**src/rtl/generador_nivel_comida.sv**
```systemverilog
// Food level generator: seconds-timebase decay/refill of a 2-bit level, with a manual test mode.
// Optional macro NIVEL_COMIDA_7SEG_EN adds a registered 7-segment decode of the level.
module generador_nivel_comida #(
    parameter int TICK_DIV    = 50_000_000,
    parameter int DECAY_TICKS = 10,
    parameter int FEED_TICKS  = 2
) (
    input  logic       clk,
    input  logic       reset,
    input  logic       Activo_Comida,
    input  logic       Senal_MTest,
    input  logic       Senal_Test_fil,
    output logic [1:0] Nivel_Comida,
    output logic       Nivel_Cambio,
    output logic       tick_1s,
    output logic [6:0] Nivel_7seg
);

    localparam int PW = (TICK_DIV > 1) ? $clog2(TICK_DIV) : 1;
    localparam int DW = (DECAY_TICKS > 1) ? $clog2(DECAY_TICKS) : 1;
    localparam int FW = (FEED_TICKS > 1) ? $clog2(FEED_TICKS) : 1;

    localparam logic [PW-1:0] PRESC_LAST = PW'(TICK_DIV - 1);
    localparam logic [DW-1:0] DECAY_LAST = DW'(DECAY_TICKS - 1);
    localparam logic [FW-1:0] FEED_LAST  = FW'(FEED_TICKS - 1);

    typedef enum logic [1:0] {
        DECAY = 2'd0,
        FEED  = 2'd1,
        TEST  = 2'd2
    } state_t;

    state_t          state_q, state_d;
    logic [PW-1:0]   presc_q, presc_d;
    logic [DW-1:0]   decay_q, decay_d;
    logic [FW-1:0]   feed_q, feed_d;
    logic [1:0]      level_q, level_d;
    logic            cambio_q, cambio_d;
    logic            sync_p0, sync_p1, sync_p2, fall_p3;
    logic            tick;

    // Button path: two-flop synchroniser, history flop, registered falling-edge pulse
    always_ff @(posedge clk or posedge reset) begin
        if (reset) begin
            sync_p0 <= 1'b0;
            sync_p1 <= 1'b0;
            sync_p2 <= 1'b0;
            fall_p3 <= 1'b0;
        end else begin
            sync_p0 <= Senal_Test_fil;
            sync_p1 <= sync_p0;
            sync_p2 <= sync_p1;
            fall_p3 <= sync_p2 & ~sync_p1;
        end
    end

    assign tick = (state_q != TEST) && (presc_q == PRESC_LAST);

    always_comb begin
        state_d  = state_q;
        decay_d  = decay_q;
        feed_d   = feed_q;
        level_d  = level_q;
        presc_d  = (presc_q == PRESC_LAST) ? '0 : presc_q + 1'b1;
        if (Senal_MTest || state_q == TEST)
            presc_d = '0;

        case (state_q)
            DECAY: begin
                if (Senal_MTest) begin
                    state_d = TEST;
                    decay_d = '0;
                    feed_d  = '0;
                end else if (!Activo_Comida) begin
                    state_d = FEED;
                    decay_d = '0;
                    feed_d  = '0;
                end else if (tick) begin
                    if (decay_q == DECAY_LAST) begin
                        decay_d = '0;
                        if (level_q != 2'd0)
                            level_d = level_q - 2'd1;
                    end else begin
                        decay_d = decay_q + 1'b1;
                    end
                end
            end
            FEED: begin
                if (Senal_MTest) begin
                    state_d = TEST;
                    decay_d = '0;
                    feed_d  = '0;
                end else if (Activo_Comida) begin
                    state_d = DECAY;
                    decay_d = '0;
                    feed_d  = '0;
                end else if (tick) begin
                    if (feed_q == FEED_LAST) begin
                        feed_d = '0;
                        if (level_q != 2'd3)
                            level_d = level_q + 2'd1;
                    end else begin
                        feed_d = feed_q + 1'b1;
                    end
                end
            end
            TEST: begin
                decay_d = '0;
                feed_d  = '0;
                if (!Senal_MTest)
                    state_d = DECAY;
                else if (fall_p3)
                    level_d = level_q - 2'd1;   // 2-bit wrap takes 0 back to 3
            end
            default: begin
                state_d = DECAY;
                decay_d = '0;
                feed_d  = '0;
            end
        endcase

        cambio_d = (level_d != level_q);
    end

    always_ff @(posedge clk or posedge reset) begin
        if (reset) begin
            state_q  <= DECAY;
            presc_q  <= '0;
            decay_q  <= '0;
            feed_q   <= '0;
            level_q  <= 2'd3;
            cambio_q <= 1'b0;
        end else begin
            state_q  <= state_d;
            presc_q  <= presc_d;
            decay_q  <= decay_d;
            feed_q   <= feed_d;
            level_q  <= level_d;
            cambio_q <= cambio_d;
        end
    end

    assign Nivel_Comida = level_q;
    assign Nivel_Cambio = cambio_q;
    assign tick_1s      = tick;

`ifdef NIVEL_COMIDA_7SEG_EN
    // Display stage: one cycle behind the level, active-low {g,f,e,d,c,b,a}
    always_ff @(posedge clk or posedge reset) begin
        if (reset) begin
            Nivel_7seg <= 7'b1111111;
        end else begin
            case (level_q)
                2'd0:    Nivel_7seg <= 7'b1000000;
                2'd1:    Nivel_7seg <= 7'b1111001;
                2'd2:    Nivel_7seg <= 7'b0100100;
                default: Nivel_7seg <= 7'b0110000;
            endcase
        end
    end
`else
    assign Nivel_7seg = 7'b1111111;
`endif

endmodule
```
**config.mk**
```make
export PLATFORM = sky130hd
export DESIGN_NAME = generador_nivel_comida
export DESIGN_NICKNAME = d
export VERILOG_FILES = /design/src/rtl/generador_nivel_comida.sv
export SDC_FILE = /design/constraint.sdc
export NUM_CORES = 1
export LEC_CHECK = 0
export ABC_AREA = 1
export BUFFER_PORTS_ARGS = -buffer_cell sky130_fd_sc_hd__buf_2
export CAP_MARGIN = 5
export CORE_UTILIZATION = 53
export DETAILED_ROUTE_END_ITERATION = 16
export PLACE_DENSITY = 0.71
export SYNTH_ARGS = -nofsm -noshare
export SYNTH_HDL_FRONTEND = slang
export SYNTH_SLANG_ARGS = --single-unit
```
**constraint.sdc**
```tcl
create_clock -name clk -period 1.7 [get_ports clk]
set_input_delay 0.085 -clock clk [delete_from_list [all_inputs] [get_ports clk]]
set_output_delay 0.085 -clock clk [all_outputs]
set_load 0.03 [all_outputs]
```
Yosys cells after proc, flatten, opt, wreduce, memory -nomap -nowiden

Cells that the tools add are included.

Flip-flop bits (word level): 40
Bits of input ports: 5
Output and inout bits: 11
Word-level logic and storage cells: 71

Add/subtract/negate cells: 5
Equal/unequal tests: 12
Mux-type cells: 35
Bitwise gates (word level): 2
Reductions and logical operators: 7

Operator list:

| operator                | count |
|---|---|
| $mux W26                | 2 |
| $mux W2                 | 17 |
| $add A26 B1 Y26 const B | 1 |
| $eq A26 B26 Y1 const B  | 1 |
| $mux W4                 | 6 |
| $pmux W2 S3             | 2 |
| $ne A4 B4 Y1 const B    | 2 |
| $pmux W4 S2             | 1 |
| $mux W1                 | 6 |
| $ne A2 B2 Y1 const B    | 3 |
| $ne A3 B3 Y1 const B    | 2 |
| $add A4 B1 Y4 const B   | 1 |
| $eq A4 B4 Y1 const B    | 1 |
| $reduce_and A2 Y1       | 2 |
| $reduce_and A3 Y1       | 1 |
| $add A2 B1 Y2 const B   | 1 |
| $eq A2 B1 Y1 const B    | 1 |
| $eq A2 B2 Y1 const B    | 1 |
| $logic_not A2 Y1        | 1 |
| $ne A2 B2 Y1            | 1 |
| $pmux W1 S2             | 1 |
| $reduce_bool A2 Y1      | 1 |
| $sub A2 B1 Y2 const B   | 1 |
| $add A1 B1 Y1 const B   | 1 |
| other kinds (4)         | 4 |

Longest topological paths before layout

Word-level depth: 8
Gate-level depth with buffers: 13
Gate-level depth less buffers: 13

Worst setup path after synthesis

No wires, ideal clock.

Path type: reg-to-reg
Start point: register presc_q[0]
End point: register cambio_q, in the netlist Nivel_Cambio
Library setup time: 116 ps
Arrival time: 1848 ps
Data required time: 1584 ps
Setup slack: -264 ps
Stages on the path, launching flop included: 13
Path buffers: 0
Clock period less this slack: 1964 ps
Cells stage by stage: dfrtp_1 ha_1 nand3_2 nor2_4 nand2_2 nor3_2 nand3_1 nand3_1 nand3_1 nand2_1 nand2_1 nand2_1 nand2_1

Cells in the longest elaborated chain, start to end: 7
Elaborated cells between the ends (all ways): 10
Those cells by class: eq/ne: 2; mux: 7; reduce/logical: 1

Ends and longest elaborated chain:

| element                    | RTL line | RTL |
|---|---|---|
| from (decl)                | 34       | `logic [PW-1:0] presc_q, presc_d;` |
| from (signal assigned)     | 135      | `presc_q <= presc_d;` |
| $eq A26 B26 Y1 (*)         | 57       | `assign tick = (state_q != TEST) && (presc_q == PRESC_LAST);` |
| $logic_and A1 B1 Y1 (*)    | 57       |  |
| via tick_1s                | 15       | `output logic tick_1s,` |
| $mux W2 (on tied branches) | 97, 78   |  |
| $mux W2 (on tied branches) | 93, 74   |  |
| $mux W2 (on tied branches) | 89, 70   |  |
| $pmux W2 S3 (*)            | 68       | `case (state_q)` |
| $ne A2 B2 Y1 (*)           | 122      | `cambio_d = (level_d != level_q);` |
| via cambio_d               | 38       | `logic cambio_q, cambio_d;` |
| to (signal assigned)       | 139      | `cambio_q <= cambio_d;` |
| to (decl)                  | 38       |  |

Mark *: on every way through the listed nets, which the timed path passes. The rest lies on a longest branch.
A chain may end at the register's enable or synchronous reset.

Worst setup path after layout

Start point: register presc_q[1]
End point: register cambio_q, in the netlist Nivel_Cambio

Cells in the longest elaborated chain, start to end: 7
Elaborated cells between the ends (all ways): 10
Those cells by class: eq/ne: 2; mux: 7; reduce/logical: 1

Ends and longest elaborated chain:

| element                    | RTL line |
|---|---|
| $eq A26 B26 Y1 (*)         | 57 |
| $logic_and A1 B1 Y1 (*)    | 57 |
| $mux W2 (on tied branches) | 97, 78 |
| $mux W2 (on tied branches) | 93, 74 |
| $mux W2 (on tied branches) | 89, 70 |
| $pmux W2 S3 (*)            | 68 |
| $ne A2 B2 Y1 (*)           | 122 |
| via cambio_d               | 38 |

Marked as above.

==> flow_metrics.py <==
metrics = {
    "clock_tree": {
        "clkLatencyLatePin_ns": 0.29,
        "clock_path_buffers": 2,
        "cts_buffers": 5,
        "cts_num_sinks": 40,
        "cts_root_buffer": "clkbuf_8",
        "cts_tree": "built",
        "htree_levels": 2,
        "clk_pin_slew_ns": 0.08,
    },
    "finish": {
        "multi_input_area_um2": 1360,
        "nFillCells": 344,
        "drive_gt1_share_pct": 32.2,
        "syn_to_final_growth_pct": 28.1,
        "final_cells": 409,
        "postLayoutCoreUtil_pct": 70.2,
        "final_net_count": 368,
        "n_antenna_cell": 0,
        "regArea_um2": 1000,
    },
    "global_routing": {
        "met3_usage_pct": 4.39,
        "grt_util_met1_pct": 28.4,
        "grt_usage_pct": 20.9,
        "grt_pass1_vias": 1878,
        "grt_overflow": 0,
        "grt_max_degree": 41,
        "top_usage_layer": "met2",
        "antenna_found_initial": 0,
        "grt_use_met2_pct": 33.7,
        "grt_pass1_wl_um": 8060,
    },
    "placed_design": {
        "gp_congestion": 0.869,
        "hpwlAfterDp_um": 3410,
        "pre_cts_ws_ns": -0.0841,
        "placed_cells": 390,
        "io_buffers": 8,
    },
    "route": {
        "wire_per_inst_um": 12.7,
        "drt_iter0_markers": 123,
        "drc": 0,
        "vias": 2100,
        "wl_um": 5190,
        "drtAntennaViolNets": 0,
        "drt_first_pass_iters": 4,
        "viasPerCell": 5.13,
    },
    "run_status": {
        "violations": "negative setup slack",
        "outcome": "finished, violations left",
    },
    "sta": {
        "worst_slew_pin_slew_ns": 0.509,
        "worst_slack_ns": -0.0146,
        "maxSlewViolCount": 0,
        "setup_tns_ns": -0.0326,
        "hold_violations": 0,
        "finalSetupViolCount": 5,
        "maxSlewHeadroom_pct": 66.1,
        "clock_skew_ns": 0.00700,
        "grt_setup_unrepaired": "true",
        "fin_crit_ns": 1.71,
        "max_freq_mhz": 583,
        "timing.final.crit_share_pct": 101,
    },
    "critical_path": {
        "critPathLaunchType": "flip-flop",
        "path_class": "reg -> reg",
        "cp-end-kind": "flip-flop",
        "critPathRequiredTime_ns": 1.89,
        "arrival_ns": 1.91,
        "reg2reg_setup_slack_ns": -0.01,
        "crit_path_max_fanout": 4,
    },
    "power_and_ir_drop": {
        "irDropWorstVdd_mv": 0.667,
        "p_leak_uw": 0.00145,
        "p_per_area_nw_per_um2": 677,
        "power_uw": 2070,
    },
    "logic_synthesis": {
        "ys_types": 34,
        "avgSynthCellArea_um2": 7.70,
        "ys_warn_count": 0,
        "synth-seq-cells": 40,
        "netlist_area_um2": 2390,
        "synth_cells": 310,
        "ys_seq_area_share_pct": 42.1,
    },
    "floorplan": {
        "die_w_um": 69.1,
        "core_area_um2": 4350,
        "initial_utilization_pct": 54.8,
        "rows": 24,
        "ioPinCount": 16,
        "dieHeight_um": 69.1,
        "die_area_um2": 4770,
    },
    "flow_run": {
        "drv_cap": 0,
    },
    "min_path": {
        "hold_class": "in -> reg",
    },
}
## critical path: stages, from the launching register on
cell and delay (ns):
dfrtp_1 0.40, ha_4 0.18, nand3_4 0.08, nor2_4 0.17, nand2_4 0.08, nor2_4 0.17
nand4_1 0.13, nand3_2 0.10, nand3_2 0.09, nand3_2 0.06, nand2_1 0.06, inv_1 0.05
nand2_1 0.04
## what timing repair did
item	CTS	global route
hold buffers	2	0
setup buffers	2	5
cloned	0	2
endpoints found under the hold margin	39	0
pin swaps	1	11
gates resized for setup	4	60
setup endpoints to repair	8	29
## cell usage in the layout (no fill, tap or decap), types with 3 or more instances in the layout
cell type	Yosys	final
a21oi_1	17	13
a21oi_2	0	4
buf_2	2	8
buf_4	7	27
clkbuf_8	0	5
conb_1	1	7
dfrtp_1	38	37
ha_1	7	6
inv_1	48	44
inv_2	1	4
nand2_1	59	56
nand3_1	17	13
nand3_2	3	6
nand4_1	8	8
nor2_1	49	38
nor2_2	3	11
nor2_4	4	7
nor3_2	3	8
nor3_4	1	3
o21a_1	3	3
o21ai_1	1	3
o21ai_2	1	6
xor2_1	3	3
## final cells by class
| class | count | area share [%] |
|---|---|---|
| clock inverters | 3 | 0.614 |
| inverters | 49 | 6.10 |
| flip-flops and latches | 40 | 32.9 |
| clock buffers | 5 | 2.25 |
| multi-input cells | 218 | 44.6 |
| well taps | 52 | 2.13 |
| repair buffers | 42 | 11.5 |
## routing by layer
metal / vias up / part of all wire [%]
li1: 1070 / -
met1: 989 / 47
met2: 36 / 49
met3: 5 / 3.0
met4: 0 / 1.0
met5: - / 0
## final timing paths
path                             startpoint            to  cells past startpoint
worst min register to register      sync_p0       sync_p1                      0
max in group asynchronous             reset    presc_q[6]                      4
worst max register to register   presc_q[1]  Nivel_Cambio                     12
worst min-delay path            Senal_MTest    state_q[1]                      3
worst max-delay path             presc_q[1]  Nivel_Cambio                     12
min in group asynchronous             reset   presc_q[23]                      4
## sequential cells by signal (all words and copies together), names as in the netlist
name          flops
sync_p2           1
Nivel_Cambio      1
presc_q          26
feed_q            1
fall_p3           1
sync_p0           1
Nivel_Comida      2
sync_p1           1
state_q           2
decay_q           4
## power breakdown
group	leakage, uW	switching [uW]	total (uW)	internal (uW)
combinational	0.000863	267	423	156
sequential	0.000534	26.1	1020	994
clock	0.0000479	340	626	286
total	0.00145	634	2070	1440
## Yosys cell counts
cell type	instances	area share, %
o31ai_1	1	0.31
ha_1	7	3.7
o21ai_1	1	0.21
or2_2	2	0.52
nand4_4	1	0.89
nand4_1	8	2.1
o21ai_2	1	0.37
nand3_1	17	3.6
a21o_1	1	0.31
buf_2	2	0.42
xor2_1	3	1.1
nor3_2	3	1.3
dfstp_2	2	2.2
a21oi_1	17	3.6
inv_1	48	7.6
nand2_1	59	9.3
o21ai_0	10	2.1
nor3b_1	3	0.94
nand3_2	3	1.3
xnor2_1	1	0.37
nor2_1	49	7.7
a2111oi_0	1	0.37
buf_4	7	2.2
nand2_2	1	0.26
o21a_1	3	0.94
nor4_1	1	0.26
nor2_2	3	0.79
nand4_2	2	1.0
conb_1	1	0.16
inv_2	1	0.16
dfrtp_1	38	40
nor3_4	1	0.68
nor3_1	8	1.7
nor2_4	4	1.9
## cell families (layout without fill, tap and decap cells)
group | Yosys count | count (layout) | share of synthesized area, %
buffers and inverters | 58 | 99 | 10.3
other | 1 | 7 | 0.157
AND/OR/NAND/NOR | 165 | 165 | 34.1
adder cells (fa/ha/maj) | 7 | 7 | 3.67
XOR/XNOR | 4 | 4 | 1.47
flip-flops | 40 | 40 | 42.1
AO/OA/AOI/OAI | 35 | 35 | 8.18
## through the flow
step	cell area, um2	hold slack (ns)
after floorplan	2420	0.116
after global placement	2650	0.196
after detailed placement	2650	0.195
after CTS	2780	0.0502
after global routing	3060	0.0709
final	3060	0.0589
No activity file was read; power rests on OpenSTA's default activity.
